==> config.mk <==
export PLATFORM = sky130hd
export DESIGN_NAME = axi4_read_arbiter_flat
export DESIGN_NICKNAME = d
export VERILOG_FILES = /design/src/rtl/axi4_read_arbiter_pkg.sv /design/src/rtl/axi4_read_arbiter_if.sv /design/src/rtl/axi4_read_arbiter_rr_arbiter.sv /design/src/rtl/axi4_read_arbiter.sv /design/src/flat_wrapper.sv
export SDC_FILE = /design/constraint.sdc
export NUM_CORES = 1
export LEC_CHECK = 0
export ABC_AREA = 1
export CORE_AREA = 2 2 104 106
export DETAILED_ROUTE_END_ITERATION = 10
export DIE_AREA = 0 0 106 108
export PLACE_DENSITY = 0.65
export RECOVER_POWER = 50
export SLEW_MARGIN = 20
export SYNTH_ARGS = -nofsm -noshare
export SYNTH_HDL_FRONTEND = slang
export SYNTH_SLANG_ARGS = --single-unit
export TNS_END_PERCENT = 1
==> constraint.sdc <==
create_clock -name aclk -period 1.77 [get_ports aclk]
set_clock_uncertainty 0.05 [all_clocks]
set_input_delay 0.2655 -clock aclk [delete_from_list [all_inputs] [get_ports aclk]]
set_output_delay 0.2655 -clock aclk [all_outputs]
set_load 0.01 [all_outputs]
==> src/rtl/axi4_read_arbiter_pkg.sv <==
// Shared definitions for the AXI4 read arbiter slice.
// Contents:
//   state_t          arbiter FSM states (idle / address phase / data phase)
//   AXI_BURST_INCR   ARBURST encoding driven on every request
//   AXI_RESP_*       RRESP encodings (the arbiter passes RRESP through untouched)
package axi4_read_arbiter_pkg;

  typedef enum logic [1:0] {
    ST_IDLE = 2'd0,
    ST_ADDR = 2'd1,
    ST_DATA = 2'd2
  } state_t;

  localparam logic [1:0] AXI_BURST_INCR  = 2'b01;
  localparam logic [1:0] AXI_RESP_OKAY   = 2'b00;
  localparam logic [1:0] AXI_RESP_SLVERR = 2'b10;

endpackage

==> src/rtl/axi4_read_arbiter_if.sv <==
// Bus bundle for the AXI4 read arbiter: the NUM_PORTS requester-side AR/R
// channels (flattened, port p uses slice [p*W +: W]) plus the single shared
// AR/R master port toward the interconnect or memory.
// Modports:
//   master  the arbiter itself: consumes requester AR/RREADY and master R,
//           drives requester ARREADY/R and the master AR/RREADY
//   slave   the surroundings (requesters + downstream memory), mirrored
interface axi4_read_arbiter_if #(
  parameter int NUM_PORTS      = 2,
  parameter int AXI_ID_WIDTH   = 4,
  parameter int AXI_ADDR_WIDTH = 32,
  parameter int AXI_LEN_WIDTH  = 8,
  parameter int AXI_DATA_WIDTH = 32
);

  logic [NUM_PORTS*AXI_ID_WIDTH-1:0]   s_arid;
  logic [NUM_PORTS*AXI_ADDR_WIDTH-1:0] s_araddr;
  logic [NUM_PORTS*AXI_LEN_WIDTH-1:0]  s_arlen;
  logic [NUM_PORTS-1:0]                s_arvalid;
  logic [NUM_PORTS-1:0]                s_arready;
  logic [NUM_PORTS*AXI_ID_WIDTH-1:0]   s_rid;
  logic [NUM_PORTS*AXI_DATA_WIDTH-1:0] s_rdata;
  logic [NUM_PORTS*2-1:0]              s_rresp;
  logic [NUM_PORTS-1:0]                s_rlast;
  logic [NUM_PORTS-1:0]                s_rvalid;
  logic [NUM_PORTS-1:0]                s_rready;

  logic [AXI_ID_WIDTH-1:0]   m_axi4_arid;
  logic [AXI_ADDR_WIDTH-1:0] m_axi4_araddr;
  logic [AXI_LEN_WIDTH-1:0]  m_axi4_arlen;
  logic [2:0]                m_axi4_arsize;
  logic [1:0]                m_axi4_arburst;
  logic                      m_axi4_arvalid;
  logic                      m_axi4_arready;
  logic [AXI_ID_WIDTH-1:0]   m_axi4_rid;
  logic [AXI_DATA_WIDTH-1:0] m_axi4_rdata;
  logic [1:0]                m_axi4_rresp;
  logic                      m_axi4_rlast;
  logic                      m_axi4_rvalid;
  logic                      m_axi4_rready;

  modport master (
    input  s_arid, s_araddr, s_arlen, s_arvalid, s_rready,
    input  m_axi4_arready, m_axi4_rid, m_axi4_rdata, m_axi4_rresp,
    input  m_axi4_rlast, m_axi4_rvalid,
    output s_arready, s_rid, s_rdata, s_rresp, s_rlast, s_rvalid,
    output m_axi4_arid, m_axi4_araddr, m_axi4_arlen, m_axi4_arsize,
    output m_axi4_arburst, m_axi4_arvalid, m_axi4_rready
  );

  modport slave (
    output s_arid, s_araddr, s_arlen, s_arvalid, s_rready,
    output m_axi4_arready, m_axi4_rid, m_axi4_rdata, m_axi4_rresp,
    output m_axi4_rlast, m_axi4_rvalid,
    input  s_arready, s_rid, s_rdata, s_rresp, s_rlast, s_rvalid,
    input  m_axi4_arid, m_axi4_araddr, m_axi4_arlen, m_axi4_arsize,
    input  m_axi4_arburst, m_axi4_arvalid, m_axi4_rready
  );

endinterface

==> src/rtl/axi4_read_arbiter_rr_arbiter.sv <==
// Combinational round-robin picker.
// Ports:
//   req      per-port request flags
//   last     index of the port that was granted most recently
//   grant    first requesting port after 'last', wrapping around
//   any_req  high when at least one port is requesting (grant valid)
module rr_arbiter #(
  parameter  int NUM_PORTS = 2,
  localparam int IDX_W     = $clog2(NUM_PORTS)
) (
  input  logic [NUM_PORTS-1:0] req,
  input  logic [IDX_W-1:0]     last,
  output logic [IDX_W-1:0]     grant,
  output logic                 any_req
);

  logic [IDX_W-1:0] cand;

  // Scan from last+1 upward; the previous winner is visited last, so it
  // only wins again when it is the sole requester.
  always_comb begin
    grant   = last;
    any_req = 1'b0;
    cand    = last;
    for (int off = 1; off <= NUM_PORTS; off++) begin
      cand = IDX_W'((int'(last) + off) % NUM_PORTS);
      if (!any_req && req[cand]) begin
        grant   = cand;
        any_req = 1'b1;
      end
    end
  end

endmodule

==> src/rtl/axi4_read_arbiter.sv <==
// Shares one AXI4 read master port among NUM_PORTS read requesters.
// Round-robin grant with a single burst in flight: the granted port owns the
// AR channel until its address handshake and the R channel until RLAST.
// Ports:
//   aclk     clock
//   aresetn  synchronous active-low reset
//   bus      axi4_read_arbiter_if.master; interface parameters must match
//            this module's NUM_PORTS / widths
module axi4_read_arbiter
  import axi4_read_arbiter_pkg::*;
#(
  parameter int NUM_PORTS      = 2,
  parameter int AXI_ID_WIDTH   = 4,
  parameter int AXI_ADDR_WIDTH = 32,
  parameter int AXI_LEN_WIDTH  = 8,
  parameter int AXI_DATA_SIZE  = 2,
  parameter int AXI_DATA_WIDTH = 8 << AXI_DATA_SIZE
) (
  input  logic                   aclk,
  input  logic                   aresetn,
  axi4_read_arbiter_if.master    bus
);

  localparam int IDX_W = $clog2(NUM_PORTS);

  state_t           state_q, state_d;
  logic [IDX_W-1:0] grant_q, grant_d;
  logic [IDX_W-1:0] last_q, last_d;
  logic [IDX_W-1:0] pick;
  logic             any_req;

  rr_arbiter #(
    .NUM_PORTS (NUM_PORTS)
  ) u_rr (
    .req     (bus.s_arvalid),
    .last    (last_q),
    .grant   (pick),
    .any_req (any_req)
  );

  // last starts at the top index so port 0 is first in line after reset.
  always_ff @(posedge aclk) begin
    if (!aresetn) begin
      state_q <= ST_IDLE;
      grant_q <= '0;
      last_q  <= IDX_W'(NUM_PORTS - 1);
    end else begin
      state_q <= state_d;
      grant_q <= grant_d;
      last_q  <= last_d;
    end
  end

  // The round-robin pointer moves only once the address is accepted, so a
  // grant that is still waiting in ADDR does not disturb fairness.
  always_comb begin
    state_d = state_q;
    grant_d = grant_q;
    last_d  = last_q;
    case (state_q)
      ST_IDLE: begin
        if (any_req) begin
          grant_d = pick;
          state_d = ST_ADDR;
        end
      end
      ST_ADDR: begin
        if (bus.m_axi4_arready) begin
          last_d  = grant_q;
          state_d = ST_DATA;
        end
      end
      ST_DATA: begin
        if (bus.m_axi4_rvalid && bus.s_rready[grant_q] && bus.m_axi4_rlast) begin
          state_d = ST_IDLE;
        end
      end
      default: state_d = ST_IDLE;
    endcase
  end

  // Handshake outputs. The AR payload is a plain mux of the granted slice;
  // requesters hold it stable until ARREADY so nothing is re-latched. All
  // valids/readies are forced low while reset is asserted, and an RVALID
  // arriving outside the data phase is never forwarded nor accepted.
  always_comb begin
    bus.m_axi4_arvalid = 1'b0;
    bus.m_axi4_rready  = 1'b0;
    bus.s_arready      = '0;
    bus.s_rvalid       = '0;
    bus.m_axi4_arid    = bus.s_arid[grant_q*AXI_ID_WIDTH +: AXI_ID_WIDTH];
    bus.m_axi4_araddr  = bus.s_araddr[grant_q*AXI_ADDR_WIDTH +: AXI_ADDR_WIDTH];
    bus.m_axi4_arlen   = bus.s_arlen[grant_q*AXI_LEN_WIDTH +: AXI_LEN_WIDTH];
    if (aresetn) begin
      case (state_q)
        ST_ADDR: begin
          bus.m_axi4_arvalid     = 1'b1;
          bus.s_arready[grant_q] = bus.m_axi4_arready;
        end
        ST_DATA: begin
          bus.s_rvalid[grant_q] = bus.m_axi4_rvalid;
          bus.m_axi4_rready     = bus.s_rready[grant_q];
        end
        default: ;
      endcase
    end
  end

  assign bus.m_axi4_arsize  = 3'(AXI_DATA_SIZE);
  assign bus.m_axi4_arburst = AXI_BURST_INCR;

  // R payload fans out to every port; only the granted port sees RVALID.
  assign bus.s_rid   = {NUM_PORTS{bus.m_axi4_rid}};
  assign bus.s_rdata = {NUM_PORTS{bus.m_axi4_rdata}};
  assign bus.s_rresp = {NUM_PORTS{bus.m_axi4_rresp}};
  assign bus.s_rlast = {NUM_PORTS{bus.m_axi4_rlast}};

endmodule

==> src/flat_wrapper.sv <==
// flat-port wrapper written by rule: the top's interface ports become plain ports
module axi4_read_arbiter_flat import axi4_read_arbiter_pkg::*;
#(
  parameter int NUM_PORTS      = 2,
  parameter int AXI_ID_WIDTH   = 4,
  parameter int AXI_ADDR_WIDTH = 32,
  parameter int AXI_LEN_WIDTH  = 8,
  parameter int AXI_DATA_SIZE  = 2,
  parameter int AXI_DATA_WIDTH = 8 << AXI_DATA_SIZE
)
  (aclk, aresetn, bus_s_arid, bus_s_araddr, bus_s_arlen, bus_s_arvalid, bus_s_rready, bus_m_axi4_arready, bus_m_axi4_rid, bus_m_axi4_rdata, bus_m_axi4_rresp, bus_m_axi4_rlast, bus_m_axi4_rvalid, bus_s_arready, bus_s_rid, bus_s_rdata, bus_s_rresp, bus_s_rlast, bus_s_rvalid, bus_m_axi4_arid, bus_m_axi4_araddr, bus_m_axi4_arlen, bus_m_axi4_arsize, bus_m_axi4_arburst, bus_m_axi4_arvalid, bus_m_axi4_rready);
  axi4_read_arbiter_if #(.NUM_PORTS(NUM_PORTS), .AXI_ID_WIDTH(AXI_ID_WIDTH), .AXI_ADDR_WIDTH(AXI_ADDR_WIDTH), .AXI_LEN_WIDTH(AXI_LEN_WIDTH), .AXI_DATA_WIDTH(AXI_DATA_WIDTH)) bus_i ();
  input  logic aclk;
  input  logic aresetn;
  input wire logic [$bits(bus_i.s_arid)-1:0] bus_s_arid;
  input wire logic [$bits(bus_i.s_araddr)-1:0] bus_s_araddr;
  input wire logic [$bits(bus_i.s_arlen)-1:0] bus_s_arlen;
  input wire logic [$bits(bus_i.s_arvalid)-1:0] bus_s_arvalid;
  input wire logic [$bits(bus_i.s_rready)-1:0] bus_s_rready;
  input wire logic [$bits(bus_i.m_axi4_arready)-1:0] bus_m_axi4_arready;
  input wire logic [$bits(bus_i.m_axi4_rid)-1:0] bus_m_axi4_rid;
  input wire logic [$bits(bus_i.m_axi4_rdata)-1:0] bus_m_axi4_rdata;
  input wire logic [$bits(bus_i.m_axi4_rresp)-1:0] bus_m_axi4_rresp;
  input wire logic [$bits(bus_i.m_axi4_rlast)-1:0] bus_m_axi4_rlast;
  input wire logic [$bits(bus_i.m_axi4_rvalid)-1:0] bus_m_axi4_rvalid;
  output wire logic [$bits(bus_i.s_arready)-1:0] bus_s_arready;
  output wire logic [$bits(bus_i.s_rid)-1:0] bus_s_rid;
  output wire logic [$bits(bus_i.s_rdata)-1:0] bus_s_rdata;
  output wire logic [$bits(bus_i.s_rresp)-1:0] bus_s_rresp;
  output wire logic [$bits(bus_i.s_rlast)-1:0] bus_s_rlast;
  output wire logic [$bits(bus_i.s_rvalid)-1:0] bus_s_rvalid;
  output wire logic [$bits(bus_i.m_axi4_arid)-1:0] bus_m_axi4_arid;
  output wire logic [$bits(bus_i.m_axi4_araddr)-1:0] bus_m_axi4_araddr;
  output wire logic [$bits(bus_i.m_axi4_arlen)-1:0] bus_m_axi4_arlen;
  output wire logic [$bits(bus_i.m_axi4_arsize)-1:0] bus_m_axi4_arsize;
  output wire logic [$bits(bus_i.m_axi4_arburst)-1:0] bus_m_axi4_arburst;
  output wire logic [$bits(bus_i.m_axi4_arvalid)-1:0] bus_m_axi4_arvalid;
  output wire logic [$bits(bus_i.m_axi4_rready)-1:0] bus_m_axi4_rready;
  assign bus_i.s_arid = bus_s_arid;
  assign bus_i.s_araddr = bus_s_araddr;
  assign bus_i.s_arlen = bus_s_arlen;
  assign bus_i.s_arvalid = bus_s_arvalid;
  assign bus_i.s_rready = bus_s_rready;
  assign bus_i.m_axi4_arready = bus_m_axi4_arready;
  assign bus_i.m_axi4_rid = bus_m_axi4_rid;
  assign bus_i.m_axi4_rdata = bus_m_axi4_rdata;
  assign bus_i.m_axi4_rresp = bus_m_axi4_rresp;
  assign bus_i.m_axi4_rlast = bus_m_axi4_rlast;
  assign bus_i.m_axi4_rvalid = bus_m_axi4_rvalid;
  assign bus_s_arready = bus_i.s_arready;
  assign bus_s_rid = bus_i.s_rid;
  assign bus_s_rdata = bus_i.s_rdata;
  assign bus_s_rresp = bus_i.s_rresp;
  assign bus_s_rlast = bus_i.s_rlast;
  assign bus_s_rvalid = bus_i.s_rvalid;
  assign bus_m_axi4_arid = bus_i.m_axi4_arid;
  assign bus_m_axi4_araddr = bus_i.m_axi4_araddr;
  assign bus_m_axi4_arlen = bus_i.m_axi4_arlen;
  assign bus_m_axi4_arsize = bus_i.m_axi4_arsize;
  assign bus_m_axi4_arburst = bus_i.m_axi4_arburst;
  assign bus_m_axi4_arvalid = bus_i.m_axi4_arvalid;
  assign bus_m_axi4_rready = bus_i.m_axi4_rready;
  axi4_read_arbiter #(.NUM_PORTS(NUM_PORTS), .AXI_ID_WIDTH(AXI_ID_WIDTH), .AXI_ADDR_WIDTH(AXI_ADDR_WIDTH), .AXI_LEN_WIDTH(AXI_LEN_WIDTH), .AXI_DATA_SIZE(AXI_DATA_SIZE), .AXI_DATA_WIDTH(AXI_DATA_WIDTH)) u_core (.aclk(aclk), .aresetn(aresetn), .bus(bus_i));
endmodule
---- After elaboration in Yosys (flattened, before gate mapping) ----
Cells that the tools add are included.
word-level totals
  output and inout port bits .............. 133
  logic and storage cells ................. 52
  register bits after elaboration ......... 4
cells by class
  order comparisons ....................... 4
  multiplexer cells ....................... 24
  bitwise operators ....................... 2
  shift operators ......................... 3
  equal/unequal tests ..................... 5
  $add $sub $neg .......................... 2
  reductions and logical operators ........ 9
operators by type and width
  operator                                                    number
  variable part select 64 x 7 -> 32 bit                       1
  variable part select 16 x 5 -> 8 bit                        1
  two-way mux 1 bit                                           15
  two-way mux 2 bit                                           7
  variable part select 8 x 4 -> 4 bit                         1
  less-than comparator 1 x 2 -> 1 bit, second input constant  3
  one-hot mux 2 bit (3 select lines)                          1
  AND 2 bit                                                   2
  logical AND 1 bit                                           4
  inequality test 2 x 1 -> 1 bit, second input constant       2
  AND reduction 2 bit                                         2
  AND reduction 3 bit                                         1
  adder 1 bit, second input constant                          2
  equality test 2 x 1 -> 1 bit, second input constant         1
  equality test 2 bit, second input constant                  1
  zero test 2 bit                                             1
  inequality test 2 bit, second input constant                1
  demux 1 bit (select 1 bit)                                  1
  greater-or-equal comparator 1 bit, second input constant    1
  zero test 1 bit                                             1

---- Depth between registers and ports, before layout ----
  depth after elaboration ................. 9
  depth in mapped cells ................... 6
  mapped depth without buffers ............ 6

---- Hierarchy ----
From an unflattened synthesis, not the netlist that was laid out.
unflattened totals
  cell total of the unflattened synthesis .. 277
  area total of the unflattened synthesis .. 1468.9 um^2
modules (own cells, without submodules)
  module             cells an instance  area each (um^2)  instances
  axi4_read_arbiter  271                1443.9            1
  rr_arbiter         6                  25.0              1

---- Worst setup path after synthesis ----
No wires, ideal clock.
  path kind ............................... reg-to-output
  start point ............................. register u_core.grant_q
  end point ............................... output port bus_s_rvalid[0]
  slack ................................... 603 ps
  cell stages (with the launch flop) ...... 3
  arrival ................................. 852 ps
  required time ........................... 1454 ps
  cell sequence ........................... dfxtp_1 -> buf_4 -> nor4_2
between the ends
  cells in the longest elaborated chain, start to end .. 7
  elaborated cells on any way between the ends .. 8
  those cells by class .................... order compare: 2; mux: 4; bitwise: 1; reduce/logical: 1
RTL lines
  element                                                                                                         line                      text
  start: declaration                                                                                              axi4_read_arbiter.sv:27   logic [IDX_W-1:0] grant_q, grant_d;
  start signal: assignment                                                                                        axi4_read_arbiter.sv:49   grant_q <= grant_d;
  less-than comparator 1 x 2 -> 1 bit (implied by the code) or greater-or-equal comparator 1 bit (tied branches)  axi4_read_arbiter.sv:101  bus.s_rvalid[grant_q] = bus.m_axi4_rvalid;
  logical AND 1 bit (implied by the code)                                                                         axi4_read_arbiter.sv:101
  two-way mux 1 bit (implied by the code)                                                                         axi4_read_arbiter.sv:101
  demux 1 bit (select 1 bit) (*)                                                                                  n/a
  AND 2 bit (no line) (*)                                                                                         n/a
  two-way mux 2 bit (*)                                                                                           axi4_read_arbiter.sv:95   case (state_q)
  two-way mux 2 bit (*)                                                                                           axi4_read_arbiter.sv:94   if (aresetn) begin
  end: declaration                                                                                                flat_wrapper.sv:31        output wire logic [$bits(bus_i.s_rvalid)-1:0] bus_s_rvalid;
Mark *: on every way between the ends. The rest lies on a longest branch, timed or not.

---- Worst setup path after layout ----
  start point ............................. register u_core.grant_q
  end point ............................... output port bus_m_axi4_araddr[5]
between the ends
  cells in the longest elaborated chain, start to end .. 1
RTL lines
  element                                line                     text
  variable part select 64 x 7 -> 32 bit  axi4_read_arbiter.sv:92  bus.m_axi4_araddr = bus.s_araddr[grant_q*AXI_ADDR_WIDTH +: AXI_ADDR_WIDTH];
  end: declaration                       flat_wrapper.sv:33       output wire logic [$bits(bus_i.m_axi4_araddr)-1:0] bus_m_axi4_araddr;
Every way passes these cells.

==> results.yml <==
worst_setup_path:
  reg2reg_depth: 6
  crit_path_top_delay_cell: "clkdlybuf4s50_1"
  path_cells: "buf_8 -> nand2_1 -> nand2_1 -> clkdlybuf4s50_1"
  critical_path_required_ps: 1450
  slowest_delay_ps: 530
  crit_arrival_ps: 1520
  cp.depth: 4
  path_buf_inv: 2
  crit_path_max_fanout: 24
  path_delay_family: "buffers and inverters"
  path_class: "register to output port"
  start_kind: "register"
  endpoint_kind: "output port"
  cpMostUsedCell: "nand2_1"
routing:
  vias: 1722
  firstDrtPassIters: 4
  drc: 0
  drt-vias-per-instance: 3.618
  route.detailed.wl_per_inst_um: 11.46
  ant_nets: 0
  routed_wirelength_um: 5455
  detail_route.iter0.violations: 78
synthesis:
  synth_largest_area_cell: "buf_4"
  synth.distinct_cells: 17
  yosysSeqAreaShare_pct: 5.479
  synth_edf_count: 0
  synthCells: 271
  synth_warnings: 0
  ys_ff_latch: 4
  ys_top_cells_by_count: "145 x nand2_1, 84 x buf_4, 10 x inv_1"
  async_flop_share_pct: 0
  syn_avg_cell_area_sq_um: 5.393
  synth_area_leaders: "buf_4 43%, nand2_1 37%, dfxtp_1 5.5%, buf_6 3.1%, inv_1 2.6%"
  synth.most_common_cell: "nand2_1"
  ys.flop_type: "dfxtp_1"
  yosysTopAreaCellShare_pct: 43.15
  syn_area_sq_um: 1461
clocking:
  cts_max_path_buffers: 2
  cts.reportedPaths.clkPinSlew_ps: 30
  clk_latency_ps: 220
  postCtsSetupBuffers: 0
  cts_buffers: 3
  hold_buffers: 0
  htree_levels: 1
  clock_sinks: 4
  root_buffer: "clkbuf_8"
  cts_tree: "yes"
pwr:
  switching_share_pct: 33.95
  power.density_nw_per_um2: 391.4
  combPwrFrac_pct: 70.0
  switchingPower_uw: 350.6
  p_seq_share_pct: 10.9
  ir_drop_v: 0.0002350
  power_mw: 1.033
  leakagePower_nw: 1.515
  p_clk_share_pct: 19.1
  p_int_uw: 682.2
placed_design:
  gp_congestion: 0.7025
  dpl_cell_area_sq_um: 2507
  dpl.hpwl_um: 4637
  io_buffer_count: 148
floorplanning:
  dieHeight_um: 108
  die_w_um: 106
  num_rows: 37
  ios: 268
  start_util_pct: 14.28
  dieArea_sq_um: 11450
  core_area_sq_um: 10230
sta:
  finalCriticalPeriod_ps: 1839
  finalCritPeriodShare_pct: 103.9
  finalHoldViolCount: 0
  finalSetupViolations: 10
  layout_setup_ws_ps: -69.45
  rsz0062_at_grt: "true"
  max_freq_mhz: 543.6
  drv_slew: 0
min_path:
  holdPathStages: 2
  hp-class: "register to register"
global_routing:
  overflow: 0
  grt_pass1_wl_um: 7962
  antenna_found_initial: 0
  grt_max_degree: 26
  grt_pass1_vias: 1735
  track_usage_pct: 8.459
status:
  status: "complete, but fails checks"
  violations: "setup timing"
flow_run:
  cap_violations: 0
finish:
  fin_area_sq_um: 2639
  num-nets-final: 477
  multi_input_area_sq_um: 655.6
  register_area_sq_um: 83.83
  num_antenna_cells: 0
  fillers: 1128
  final_core_util_pct: 25.79
  drive_above_1_share_pct: 4.706
  area_growth_syn_to_layout_pct: 80.56
[through the flow]
step | setup WS (ps) | TNS [ps] | hold slack, ps | cells
6_report | -69.45 | -528.8 | 448.7 | 476
5_1_grt | -144.8 | -1238 | 481.0 | 476
4_1_cts | -150.6 | -4590 | 451.2 | 476
3_5_place_dp | -227.5 | -988.8 | 443.9 | 473
3_3_place_gp | -202.1 | -896.8 | 429.7 | 473
2_1_floorplan | 602.6 | 0 | 378.9 | 274
[sequential cells by signal, indices dropped and copies added, names as in the netlist]
register        count
u_core.state_q      2
u_core.grant_q      1
u_core.last_q       1
[worst reg2reg max path: stages (launching register included)]
cell	delay (ps)
dfxtp_1	350
inv_1	80
nor2_2	120
nand2_2	80
buf_4	140
a21oi_1	100
o21ai_1	70
[power by group through the flow]
stage                     combinational (mW)  clock (mW)  sequential, mW
after global routing                   0.788       0.203           0.115
after floorplan                        0.453           0           0.107
final                                  0.723       0.197           0.112
after detailed placement               0.753           0           0.112
after CTS                              0.752       0.200           0.112
after global placement                 0.743           0           0.112
[layer usage]
layer / part of all wire [%] / vias to the layer above / track usage [%]
li1: - / 855 / -
met1: 32 / 691 / 7.659
met2: 48 / 125 / 15.21
met3: 13 / 51 / 3.617
met4: 6.4 / 0 / 6.109
met5: 0 / - / 0
[cells by family after synthesis]
| group | after synthesis | synth area share (%) |
|---|---|---|
| buf+inv | 103 | 50.43 |
| other cells | 2 | 0.5139 |
| flops | 4 | 5.480 |
| compound gates | 5 | 1.711 |
| simple gates | 157 | 41.87 |
[layout by cell type (no fill, tap or decap), drive strengths merged, types with 3 or more instances in the layout]
master,instances
nor3,3
clkbuf,3
dlygate4sd2,8
nand2,146
buf,7
conb,5
dlymetal6s2s,32
clkdlybuf4s50,108
dfxtp,4
nor2,5
inv,11
a21oi,3
[worst paths after layout]
check / from / to / slack [ps]
hold reg to reg: u_core.last_q / u_core.last_q / 450
setup reg to reg: u_core.state_q[0] / u_core.last_q / 670
hold / removal: u_core.last_q / u_core.last_q / 450
setup / recovery: u_core.grant_q / bus_m_axi4_araddr[5] / -70
[cell type report]
type | count | area share, %
timing repair buffer | 155 | 62.30
multi-input combinational | 167 | 24.85
tap | 136 | 6.449
sequential | 4 | 3.177
inverter | 11 | 1.660
clock buffer | 3 | 1.565
[repair_timing]
item                                    4_1_cts  5_1_grt
hold endpoints to repair                      0        0
pin swaps                                     0        0
gates resized for setup                      10       36
endpoints found under the setup margin       50       42
No activity file was read; power rests on OpenSTA's default activity.
